File: src/rtl/color_pkg.sv
// Colour set shared by the flag renderers.
// rgb_t is a packed 12-bit RGB triple (4 bits per channel).
// Named colours: BLACK, FLAG_GOLD (finial), IC_SILVER (pole), FLAG_GREEN (cloth).
package color_pkg;
  typedef struct packed {
    logic [3:0] r;
    logic [3:0] g;
    logic [3:0] b;
  } rgb_t;

  localparam rgb_t BLACK      = '{r: 4'h0, g: 4'h0, b: 4'h0};
  localparam rgb_t FLAG_GOLD  = '{r: 4'hF, g: 4'hC, b: 4'h2};
  localparam rgb_t IC_SILVER  = '{r: 4'hC, g: 4'hC, b: 4'hD};
  localparam rgb_t FLAG_GREEN = '{r: 4'h1, g: 4'h9, b: 4'h3};
endpackage

File: src/rtl/flag_anim_renderer_if.sv
// Bus between the overlay pipeline and flag_anim_renderer.
// Signals:
//   frame_start, raise_req, lower_req : single-cycle pulses into the renderer
//   x, y                              : current pixel coordinates (10 bits)
//   color, enable                     : registered pixel result (1-cycle latency)
//   moving, done                      : animation status
//   dbg_state, dbg_cloth_y            : FSM state and cloth position for observation
// Handshake: there is no valid/ready pair. Every input is sampled on each
// rising clk edge; a pulse is "asserted" for exactly the cycles it is high, and
// the renderer never back-pressures. Outputs are valid every cycle after reset.
interface flag_anim_renderer_if;
  import color_pkg::*;

  logic       frame_start;
  logic       raise_req;
  logic       lower_req;
  logic [9:0] x;
  logic [9:0] y;
  rgb_t       color;
  logic       enable;
  logic       moving;
  logic       done;
  logic [1:0] dbg_state;
  logic [9:0] dbg_cloth_y;

  modport master (
    output frame_start, raise_req, lower_req, x, y,
    input  color, enable, moving, done, dbg_state, dbg_cloth_y
  );

  modport slave (
    input  frame_start, raise_req, lower_req, x, y,
    output color, enable, moving, done, dbg_state, dbg_cloth_y
  );
endinterface

File: src/rtl/flag_anim_renderer.sv
// Animated flag renderer: finial, pole and a cloth that can be raised/lowered
// along the pole and waves column-by-column, frame by frame.
// Ports:
//   clk    : pixel clock
//   rst_n  : asynchronous active-low reset
//   bus    : flag_anim_renderer_if.slave (pixel counters, frame/request pulses,
//            registered colour/enable, moving/done status, debug state)
module flag_anim_renderer
  import color_pkg::*;
#(
  parameter int FLAG_X          = 620,
  parameter int FLAG_TOP_Y      = 40,
  parameter int FLAG_HEIGHT     = 120,
  parameter int FLAG_POLE_WIDTH = 3,
  parameter int FLAG_WIDTH      = 20,
  parameter int FLAG_CLOTH_H    = 14,
  parameter int RAISE_STEP      = 2,
  parameter int WAVE_AMP        = 1,
  parameter int WAVE_COL_SHIFT  = 2,
  parameter int WAVE_DIV        = 8,
  parameter int START_RAISED    = 0
) (
  input logic                  clk,
  input logic                  rst_n,
  flag_anim_renderer_if.slave  bus
);

  typedef enum logic [1:0] {S_LOWERED, S_RAISING, S_RAISED, S_LOWERING} state_t;
  typedef enum logic [1:0] {P_NONE, P_UP, P_DOWN} pend_t;

  localparam int DIV_W = (WAVE_DIV > 1) ? $clog2(WAVE_DIV) : 1;
  localparam logic [DIV_W-1:0] DIV_LAST = DIV_W'(WAVE_DIV - 1);

  // All geometry is done in 11 bits so bounds never wrap.
  localparam logic [10:0] Y_TOP11   = 11'(FLAG_TOP_Y);
  localparam logic [10:0] Y_BOT11   = 11'(FLAG_TOP_Y + FLAG_HEIGHT - FLAG_CLOTH_H);
  localparam logic [9:0]  Y_TOP10   = 10'(FLAG_TOP_Y);
  localparam logic [9:0]  Y_BOT10   = 10'(FLAG_TOP_Y + FLAG_HEIGHT - FLAG_CLOTH_H);
  localparam logic [10:0] STEP11    = 11'(RAISE_STEP);
  localparam logic [10:0] AMP11     = 11'(WAVE_AMP);
  localparam logic [10:0] CLOTH_H11 = 11'(FLAG_CLOTH_H);
  localparam logic [10:0] FIN_X0    = 11'(FLAG_X - 1);
  localparam logic [10:0] FIN_X1    = 11'(FLAG_X + FLAG_POLE_WIDTH + 1);
  localparam logic [10:0] FIN_Y0    = 11'(FLAG_TOP_Y - 2);
  localparam logic [10:0] FIN_Y1    = 11'(FLAG_TOP_Y + 1);
  localparam logic [10:0] POLE_X0   = 11'(FLAG_X);
  localparam logic [10:0] POLE_X1   = 11'(FLAG_X + FLAG_POLE_WIDTH);
  localparam logic [10:0] POLE_Y1   = 11'(FLAG_TOP_Y + FLAG_HEIGHT);
  localparam logic [10:0] CLOTH_X1  = 11'(FLAG_X + FLAG_WIDTH);

  state_t           r_state, w_state_nxt, w_turn;
  pend_t            r_pending, w_pending_nxt, w_req;
  logic [9:0]       r_cloth_y, w_cloth_nxt;
  logic [DIV_W-1:0] r_div_cnt;
  logic [1:0]       r_phase;
  logic             r_done, w_done_nxt;
  rgb_t             r_color, w_color;
  logic             r_enable, w_enable;

  logic [10:0] w_cy11, w_up11, w_dn11;
  logic [10:0] w_x11, w_y11, w_d, w_cloth_top;
  logic [1:0]  w_idx;
  logic        w_finial, w_pole, w_cloth;

  // Request capture: a lone request wins; simultaneous raise+lower is ignored.
  // On frame_start the held request is consumed and a same-cycle request is kept
  // for the following frame.
  always_comb begin
    w_req = P_NONE;
    if (bus.raise_req && !bus.lower_req) w_req = P_UP;
    else if (bus.lower_req && !bus.raise_req) w_req = P_DOWN;
    w_pending_nxt = r_pending;
    if (bus.frame_start || (w_req != P_NONE)) w_pending_nxt = w_req;
  end

  // Next-state: direction change first, then one step in the new direction.
  always_comb begin
    w_state_nxt = r_state;
    w_cloth_nxt = r_cloth_y;
    w_done_nxt  = 1'b0;
    w_turn      = r_state;
    w_cy11      = {1'b0, r_cloth_y};
    w_up11      = w_cy11 - STEP11;
    w_dn11      = w_cy11 + STEP11;
    if (bus.frame_start) begin
      unique case (r_state)
        S_LOWERED, S_LOWERING: if (r_pending == P_UP)   w_turn = S_RAISING;
        S_RAISED,  S_RAISING:  if (r_pending == P_DOWN) w_turn = S_LOWERING;
        default: w_turn = r_state;
      endcase
      w_state_nxt = w_turn;
      if (w_turn == S_RAISING) begin
        // Saturate: the subtraction is only used when it stays at/above the top.
        w_cloth_nxt = (w_cy11 >= (Y_TOP11 + STEP11)) ? w_up11[9:0] : Y_TOP10;
        if (w_cloth_nxt == Y_TOP10) begin
          w_state_nxt = S_RAISED;
          w_done_nxt  = 1'b1;
        end
      end else if (w_turn == S_LOWERING) begin
        w_cloth_nxt = (w_dn11 >= Y_BOT11) ? Y_BOT10 : w_dn11[9:0];
        if (w_cloth_nxt == Y_BOT10) begin
          w_state_nxt = S_LOWERED;
          w_done_nxt  = 1'b1;
        end
      end
    end
  end

  // Pixel classification from the current x,y and registered animation state.
  always_comb begin
    w_x11 = {1'b0, bus.x};
    w_y11 = {1'b0, bus.y};
    // Wave segment index; only meaningful when x >= FLAG_X (cloth gated below).
    w_idx = 2'((w_x11 - POLE_X0) >> WAVE_COL_SHIFT) + r_phase;
    unique case (w_idx)
      2'd0:    w_d = 11'd0;
      2'd2:    w_d = AMP11 << 1;
      default: w_d = AMP11;
    endcase
    w_cloth_top = {1'b0, r_cloth_y} + w_d;
    w_finial = (w_x11 >= FIN_X0) && (w_x11 < FIN_X1) &&
               (w_y11 >= FIN_Y0) && (w_y11 < FIN_Y1);
    w_pole   = (w_x11 >= POLE_X0) && (w_x11 < POLE_X1) &&
               (w_y11 >= Y_TOP11) && (w_y11 < POLE_Y1);
    w_cloth  = (w_x11 >= POLE_X0) && (w_x11 < CLOTH_X1) &&
               (w_y11 >= w_cloth_top) && (w_y11 < (w_cloth_top + CLOTH_H11));
    w_color  = BLACK;
    w_enable = 1'b1;
    if (w_finial)     w_color = FLAG_GOLD;
    else if (w_pole)  w_color = IC_SILVER;
    else if (w_cloth) w_color = FLAG_GREEN;
    else              w_enable = 1'b0;
  end

  always_ff @(posedge clk or negedge rst_n) begin
    if (!rst_n) begin
      r_state   <= (START_RAISED != 0) ? S_RAISED : S_LOWERED;
      r_cloth_y <= (START_RAISED != 0) ? Y_TOP10 : Y_BOT10;
      r_pending <= P_NONE;
      r_div_cnt <= '0;
      r_phase   <= 2'd0;
      r_done    <= 1'b0;
      r_color   <= BLACK;
      r_enable  <= 1'b0;
    end else begin
      r_state   <= w_state_nxt;
      r_cloth_y <= w_cloth_nxt;
      r_pending <= w_pending_nxt;
      r_done    <= w_done_nxt;
      r_color   <= w_color;
      r_enable  <= w_enable;
      if (bus.frame_start) begin
        if (r_div_cnt == DIV_LAST) begin
          r_div_cnt <= '0;
          r_phase   <= r_phase + 2'd1;
        end else begin
          r_div_cnt <= r_div_cnt + 1'b1;
        end
      end
    end
  end

  assign bus.color       = r_color;
  assign bus.enable      = r_enable;
  assign bus.done        = r_done;
  assign bus.moving      = (r_state == S_RAISING) || (r_state == S_LOWERING);
  assign bus.dbg_state   = r_state;
  assign bus.dbg_cloth_y = r_cloth_y;

endmodule

File: src/flat_wrapper.sv
// flat-port wrapper written by rule: the top's interface ports become plain ports
module flag_anim_renderer_flat import color_pkg::*;
#(
  parameter int FLAG_X          = 620,
  parameter int FLAG_TOP_Y      = 40,
  parameter int FLAG_HEIGHT     = 120,
  parameter int FLAG_POLE_WIDTH = 3,
  parameter int FLAG_WIDTH      = 20,
  parameter int FLAG_CLOTH_H    = 14,
  parameter int RAISE_STEP      = 2,
  parameter int WAVE_AMP        = 1,
  parameter int WAVE_COL_SHIFT  = 2,
  parameter int WAVE_DIV        = 8,
  parameter int START_RAISED    = 0
)
  (clk, rst_n, bus_frame_start, bus_raise_req, bus_lower_req, bus_x, bus_y, bus_color, bus_enable, bus_moving, bus_done, bus_dbg_state, bus_dbg_cloth_y);
  flag_anim_renderer_if bus_i ();
  input logic clk;
  input logic rst_n;
  input wire logic [$bits(bus_i.frame_start)-1:0] bus_frame_start;
  input wire logic [$bits(bus_i.raise_req)-1:0] bus_raise_req;
  input wire logic [$bits(bus_i.lower_req)-1:0] bus_lower_req;
  input wire logic [$bits(bus_i.x)-1:0] bus_x;
  input wire logic [$bits(bus_i.y)-1:0] bus_y;
  output wire logic [$bits(bus_i.color)-1:0] bus_color;
  output wire logic [$bits(bus_i.enable)-1:0] bus_enable;
  output wire logic [$bits(bus_i.moving)-1:0] bus_moving;
  output wire logic [$bits(bus_i.done)-1:0] bus_done;
  output wire logic [$bits(bus_i.dbg_state)-1:0] bus_dbg_state;
  output wire logic [$bits(bus_i.dbg_cloth_y)-1:0] bus_dbg_cloth_y;
  assign bus_i.frame_start = bus_frame_start;
  assign bus_i.raise_req = bus_raise_req;
  assign bus_i.lower_req = bus_lower_req;
  assign bus_i.x = bus_x;
  assign bus_i.y = bus_y;
  assign bus_color = bus_i.color;
  assign bus_enable = bus_i.enable;
  assign bus_moving = bus_i.moving;
  assign bus_done = bus_i.done;
  assign bus_dbg_state = bus_i.dbg_state;
  assign bus_dbg_cloth_y = bus_i.dbg_cloth_y;
  flag_anim_renderer #(.FLAG_X(FLAG_X), .FLAG_TOP_Y(FLAG_TOP_Y), .FLAG_HEIGHT(FLAG_HEIGHT), .FLAG_POLE_WIDTH(FLAG_POLE_WIDTH), .FLAG_WIDTH(FLAG_WIDTH), .FLAG_CLOTH_H(FLAG_CLOTH_H), .RAISE_STEP(RAISE_STEP), .WAVE_AMP(WAVE_AMP), .WAVE_COL_SHIFT(WAVE_COL_SHIFT), .WAVE_DIV(WAVE_DIV), .START_RAISED(START_RAISED)) u_core (.clk(clk), .rst_n(rst_n), .bus(bus_i));
endmodule
File: config.mk
export PLATFORM = sky130hd
export DESIGN_NAME = flag_anim_renderer_flat
export DESIGN_NICKNAME = d
export VERILOG_FILES = /design/src/rtl/color_pkg.sv /design/src/rtl/flag_anim_renderer_if.sv /design/src/rtl/flag_anim_renderer.sv /design/src/flat_wrapper.sv
export SDC_FILE = /design/constraint.sdc
export NUM_CORES = 1
export LEC_CHECK = 0
export CELL_PAD_IN_SITES_DETAIL_PLACEMENT = 1
export CELL_PAD_IN_SITES_GLOBAL_PLACEMENT = 1
export CORE_MARGIN = 10
export CORE_UTILIZATION = 48
export DETAILED_ROUTE_END_ITERATION = 8
export DONT_BUFFER_PORTS = 1
export GPL_TIMING_DRIVEN = 0
export PLACE_DENSITY_LB_ADDON = 0.1
export SLEW_MARGIN = 20
export SYNTH_ARGS = -nofsm -noshare
export SYNTH_HDL_FRONTEND = slang
export SYNTH_SLANG_ARGS = --single-unit
export TNS_END_PERCENT = 100
File: constraint.sdc
create_clock -name clk -period 4.91 [get_ports clk]
set_input_delay 0.491 -clock clk [delete_from_list [all_inputs] [get_ports clk]]
set_output_delay 0.491 -clock clk [all_outputs]
set_load 0.01 [all_outputs]
==> results of run 1 <==
-- per-layer routing --
| metal | vias to the layer above | wire length, um | track usage, % |
|---|---|---|---|
| li1 | 1156 | - | - |
| met1 | 1167 | 3026 | 20.18 |
| met2 | 70 | 3733 | 29.92 |
| met3 | 12 | 670 | 4.317 |
| met4 | 0 | 148 | 6.076 |
| met5 | - | 0 | 0 |
-- power by group --
group | internal [uW] | switching (uW) | total, uW
Combinational | 431 | 658 | 1090
Sequential | 291 | 106 | 398
Clock | 57.7 | 75.6 | 133
Total | 780 | 840 | 1620
-- worst max-delay path, stage by stage, from the launching register on --
cell       delay, ps
dfrtp_1          410
ha_1             210
xnor2_1          190
xnor2_1           90
nor2_1           240
ha_1             300
a21oi_1          360
a2bb2oi_1        500
a221o_1          290
xnor2_1          150
ha_1             270
o21a_1           110
o2111ai_1        190
a31oi_1           80
a211o_1          290
a221o_1          380
a21oi_1          160
-- what timing repair did --
action	in CTS	in global routing
endpoints found under the hold margin	24	0
hold buffers	1	0
setup buffers	0	0
-- stage by stage --
stage          total power, uW  setup slack (ps)  util [%]
2_1_floorplan             1187              1092         -
3_3_place_gp              1425             531.2     52.27
3_5_place_dp              1474             458.6     52.27
4_1_cts                   1625             562.9     53.58
5_1_grt                   1799             178.7     53.58
6_report                  1620             628.2     53.58
-- final timing paths --
kind / end / slack, ps / cells after the start
max: u_core.bus.color[0] / 630 / 16
min in group clk: u_core.r_pending[0] / 470 / 3
max in group asynchronous: u_core.bus.done / 4730 / 1
min: u_core.bus.dbg_cloth_y[3] / 3 / 1
min reg2reg: u_core.r_phase[1] / 500 / 1
max reg2reg: u_core.bus.color[0] / 630 / 16
-- placed cells by master (no fill, tap or decap), types with 4 or more instances in the layout --
| cell | count |
|---|---|
| inv_1 | 19 |
| mux2_2 | 4 |
| buf_4 | 6 |
| dfrtp_1 | 24 |
| xnor2_1 | 14 |
| a31oi_1 | 6 |
| nor3_1 | 4 |
| nand2b_1 | 8 |
| nor2b_1 | 4 |
| o21a_1 | 5 |
| o21ai_0 | 16 |
| nand3_1 | 13 |
| clkbuf_1 | 9 |
| a21o_1 | 4 |
| nand4_1 | 5 |
| ha_1 | 34 |
| xor2_1 | 6 |
| nand2_1 | 18 |
| and2_1 | 4 |
| nor2_1 | 21 |
| o22ai_1 | 5 |
| a21oi_1 | 20 |
-- cell type report --
type / count / area, um^2 / share of cell area, %
clock inverters: 1 / 7.507 / 0.2675
well taps: 70 / 87.58 / 3.121
flip-flops and latches: 27 / 679.4 / 24.21
inverters: 19 / 71.32 / 2.541
plain buffers: 18 / 92.59 / 3.299
multi-input cells: 249 / 1807 / 64.38
repair buffers: 1 / 20.02 / 0.7133
clock buffers: 3 / 41.29 / 1.471
-- cells by family (layout without fill, tap and decap cells) --
kind of cell             after synthesis  in the layout  synth area share [%]
AND/OR/NAND/NOR                      100            100                 20.54
AO/OA/AOI/OAI                         87             87                 21.63
buffers and inverters                 37             42                 6.185
adder cells (fa/ha/maj)               35             35                 16.81
flip-flops                            27             27                 25.64
XOR/XNOR                              20             20                 6.610
multiplexers                           6              6                 2.455
other                                  1              1                0.1415
-- Yosys cell counts (2+ instances only) --
library cell  number
a21boi_0           2
a21o_1             4
a21oi_1           20
a221o_1            2
a2bb2oi_1          2
a31oi_1            6
and2_1             4
and4_1             2
buf_2              2
buf_4              6
clkbuf_1           9
dfrtp_1           24
dfstp_2            3
ha_1              34
inv_1             19
mux2_2             4
mux2i_1            2
nand2_1           18
nand2b_1           8
nand3_1           13
nand3b_1           2
nand4_1            5
nand4b_1           2
nor2_1            21
nor2b_1            4
nor3_1             4
nor4_1             2
nor4b_1            3
o2111ai_1          3
o211ai_1           3
o21a_1             5
o21ai_0           16
o21ai_1            2
o22ai_1            5
o2bb2ai_1          2
o31a_1             2
o31ai_1            2
or2_2              2
or3_1              3
or4_1              3
xnor2_1           14
xor2_1             6
-- state kept, by name, indices dropped and copies added, names as in the netlist --
register,flops
u_core.r_phase,2
u_core.r_div_cnt,3
u_core.bus.dbg_state,2
u_core.bus.done,1
u_core.bus.color,7
u_core.bus.dbg_cloth_y,10
u_core.r_pending,2
==> metrics, run 1 <==
CP startpoint=u_core.r_phase[0]; total global routing overflow=0; number of remaining DRC errors=0; Fill cells=653; setup TNS=0 ps; post-CTS sizing=0; CTS clk-pin slew, worst paths=110 ps; Crit Path Category=reg -> reg; DR vias/cell=6.198; layout cell share with drive strength beyond 1=7.233%; status=complete, no violations; critical path arrival=4480 ps; endpoints failing hold=0; CTS Buffer Depth=2; Ys Warns=0; vias post-DR=2405; Syn Inst Count=313; Core Area=0.005238 mm^2; GP Congestion=0.8498; Post-synth EDFFs=0; NumNets Final=379; Placed Area=0.002738 mm^2; DP HPWL=6012 um; pwr dens=577.4 mW/mm^2; worst skew pair latency=280 ps; Final Hold Slack=3.037 ps; die area=0.008892 mm^2; Rows=26; Synth area leader=dfrtp_1; Die Y=94.30 um; origin of the critical flop-to-flop path=u_core.r_phase[0]; synth top area cells=dfrtp_1 (23%), ha_1 (16%), xnor2_1 (4.6%); critical path endpoint category=register; placed cells=383; required time of the critical path=5110 ps; distinct cell type count after synthesis=60; vias in the first global route=2503; Routed Antenna Nets=0; Chip Width=94.30 um; Max FO, Critical Path=5; Mapped Avg Cell Area=8.467 um^2; WL final=7578 um; register bit count reported by yosys=27; Mapped Nets=373; Seq/Total Area, Yosys=25.64%; RSZ-0062 raised after global routing=false; Final Cycle Share=87.21%; Setup violations, final=0; fmax=233.5 MHz; fin. max-slew vios=0; Initial Util=50.60%; drt wl/cell=19.53 um; Synth Flop Type=dfrtp_1; DRT iter0 DRCs=90; Final Cell Area=0.002806 mm^2; CTS tree=yes; Root Buffer=clkbuf_8; drt first pass iters=4; Worst Skew=17.28 ps; Peak VDD IR=247.8 uV; Max Cap Viol=0; CP Launch Type=register; post-synthesis async set-or-reset flop share=100.0%; synthesized cell area=0.002650 mm^2; clock sink total=27; pin count of the biggest net entering global routing=25; post-route insts no fill=388; Slew Limit Headroom=45.91%; clock buffer count from CTS=3; IO Port Bufs=0; Worst Tran Pin Value=811.3 ps; Hold WC Path Type=in -> async; Area Growth Syn to Fin=5.902%; min Tclk post-route=4282 ps; P_leak=0.001224 uW; total global-route track usage=17.31%; initial antenna violation count=0; post-synth top area share=22.66%; IO Pins=52; Diodes inserted=0; H-tree depth=1; first-pass GRT wire length=12540 um
Power figures use the tool's default switching activity.
==> inputs of run 2 (changes only) <==
- ABC_CLOCK_PERIOD_IN_PS: unset -> 4100
- clock period: 4.91 -> 4.1 ns (I/O delays scaled with it)
==> run 2 against run 1 <==
  * Core utilization rose by 2.2 points
  * Critical path depth did not move
  * Register-to-register slack got worse by 450 ps
  * Largest power group unchanged
  * Highest routed layer unchanged
==> metrics, run 2 (synthesis gave the netlist of run 1 again) <==
drt first pass iters=4 (unchanged); Reg power frac=23.5% (-1.0 points); max reg flops=10 (unchanged); drt wl/cell=19.61 um (+0.38%); Max Cap Viol=0 (unchanged); clock sink total=27 (unchanged); total global-route track usage=17.09% (-0.21 points); Routed Antenna Nets=0 (unchanged); required time of the critical path=4300 ps (-810 ps); commonest non-fill, non-tap cell in the layout=ha_1; H-tree depth=1 (unchanged); Core Area=0.005238 mm^2 (unchanged); Crit Path Category=reg -> reg; NumNets Final=381 (+0.53%); vias in the first global route=2500 (-0.12%); CTS tree=yes; total global routing overflow=0 (unchanged); setup TNS=0 ps (unchanged); post-route insts no fill=390 (+0.52%); DRT iter0 DRCs=85 (-5.6%); Sequential Area=679.4 um^2 (unchanged); DP HPWL=6012 um (unchanged); Setup violations, final=0 (unchanged); status=complete, no violations; worst skew pair latency=280 ps (about the same); area of the multi-input gates=0.001903 mm^2 (+5.3%); Chip Width=94.30 um (unchanged); Peak VDD IR=314.8 uV (+27%); Worst Tran Pin Value=822.2 ps (+10.87 ps); Final Hold Slack=386.4 ps (+383.3 ps); commonest cells after routing, fill and taps aside=ha_1 (32), dfrtp_1 (24), inv_1 (19), nor2_1 (19), nand2_1 (18); R2R cell count=16 (unchanged); hold path depth=3; clock buffer count from CTS=3 (unchanged); initial antenna violation count=0 (unchanged); fmax=255.3 MHz (+9.3%); P_leak=0.001254 uW (+2.4%); Worst Skew=15.67 ps (-1.610 ps); layout cell share with drive strength beyond 1=12.81% (+5.6 points); critical path arrival=4120 ps (-360 ps); CP Launch Type=register; Initial Util=50.60% (unchanged); min Tclk post-route=3918 ps (-364.1 ps); Die Y=94.30 um (unchanged); IO Pins=52 (unchanged); Area Growth Syn to Fin=10.20%; fin. max-slew vios=0 (unchanged); Final Cell Area=0.002920 mm^2 (+4.1%); WL final=7646 um (+0.90%); combinational share of power=68.7% (+1.5 points); Psw=1063 uW (+27%); placed cells=383 (unchanged); die area=0.008892 mm^2 (unchanged); Root Buffer=clkbuf_8; Placed Area=0.002738 mm^2 (unchanged); GP Congestion=0.8498 (unchanged); pwr dens=704.5 mW/mm^2 (+22%); Sw Ratio=51.69% (-0.16 points); CTS clk-pin slew, worst paths=110 ps (about the same); Final Cycle Share=95.55% (+8.3 points); Diodes inserted=0 (unchanged); endpoints failing hold=0 (unchanged); first-pass GRT wire length=12450 um (-0.77%); IO Port Bufs=0 (unchanged); Hold WC Path Type=in -> reg; critical path endpoint category=register; pin count of the biggest net entering global routing=28 (+12%); vias post-DR=2448 (+1.8%); Rows=26 (unchanged); Internal=994.0 uW (+27%); Slew Limit Headroom=45.19% (-0.72 points); Max FO, Critical Path=4 (-1); DR vias/cell=6.277 (+1.3%); Fill cells=642 (-1.7%); number of remaining DRC errors=0 (unchanged); Final Core Density=55.76% (+2.2 points); CTS Buffer Depth=2 (unchanged); clock share of power=7.7% (-0.5 points)
[run 2: cell count changes in the layout (fill, tap and decap cells not counted), sizes merged]
cell / delta
buf: +1
dlygate4sd3: +1
[run 2: metal layers]
layer  GRT usage [%]  vias to the layer above  share of wire (%)
li1                -                     1160                  -
met1           19.85                     1198                 41
met2           29.75                       78                 49
met3           4.317                       12                7.7
met4           5.696                        0                1.6
met5               0                        -                  0
[run 2: cell type report]
| type | instances | area share, % |
|---|---|---|
| well taps | 70 | 2.999 |
| inverters | 19 | 2.442 |
| flip-flops and latches | 27 | 23.26 |
| plain buffers | 18 | 3.171 |
| clock buffers | 3 | 1.414 |
| multi-input cells | 249 | 65.17 |
| repair buffers | 3 | 1.285 |
| clock inverters | 1 | 0.2571 |
[run 2: what timing repair did]
action / in CTS / in global routing
hold buffers: 2 / 0
setup buffers: 0 / 1
setup endpoints to repair: 4 / 4
resized for setup: 2 / 16
hold endpoints to repair: 27 / 0
cloned: 0 / 0
pin swaps: 0 / 9
[run 2: power groups by stage]
| stage | Clock (uW) | Sequential [uW] | Combinational [uW] |
|---|---|---|---|
| 6_report | 159 | 484 | 1410 |
| 5_1_grt | 174 | 501 | 1590 |
| 4_1_cts | 164 | 482 | 1310 |
| 3_5_place_dp | 0 | 488 | 1280 |
| 3_3_place_gp | 0 | 483 | 1220 |
| 2_1_floorplan | 0 | 445 | 977 |
[run 2: worst max-delay path, stage by stage, from the launching register on]
cell and delay [ps]:
dfrtp_1 410, ha_2 200, xnor2_2 140, xnor2_1 220
nor2_2 100, fa_2 550, inv_1 70, and2_1 160
a221o_1 400, xnor2_2 160, ha_1 320, o21a_1 120
o2111ai_2 170, a31oi_1 70, a211o_1 250, a221o_1 360
o21bai_1 160
[run 2: final timing paths]
| path | startpoint | to | slack, ps |
|---|---|---|---|
| setup reg to reg | u_core.r_phase[0] | u_core.bus.color[8] | 180 |
| setup / recovery | u_core.r_phase[0] | u_core.bus.color[8] | 180 |
| min in group asynchronous | rst_n | u_core.bus.dbg_cloth_y[3] | 570 |
| hold reg to reg | u_core.r_phase[1] | u_core.r_phase[1] | 530 |
| max in group asynchronous | rst_n | u_core.bus.dbg_cloth_y[7] | 3280 |
| hold / removal | bus_raise_req | u_core.r_pending[0] | 390 |
[run 2: per-stage QoR]
step	setup slack, ps	power [uW]
after CTS	18.05	1958
after global placement	-197.8	1707
after floorplan	363.2	1422
final	182.3	2057
after global routing	-30.87	2261
after detailed placement	-270.4	1765
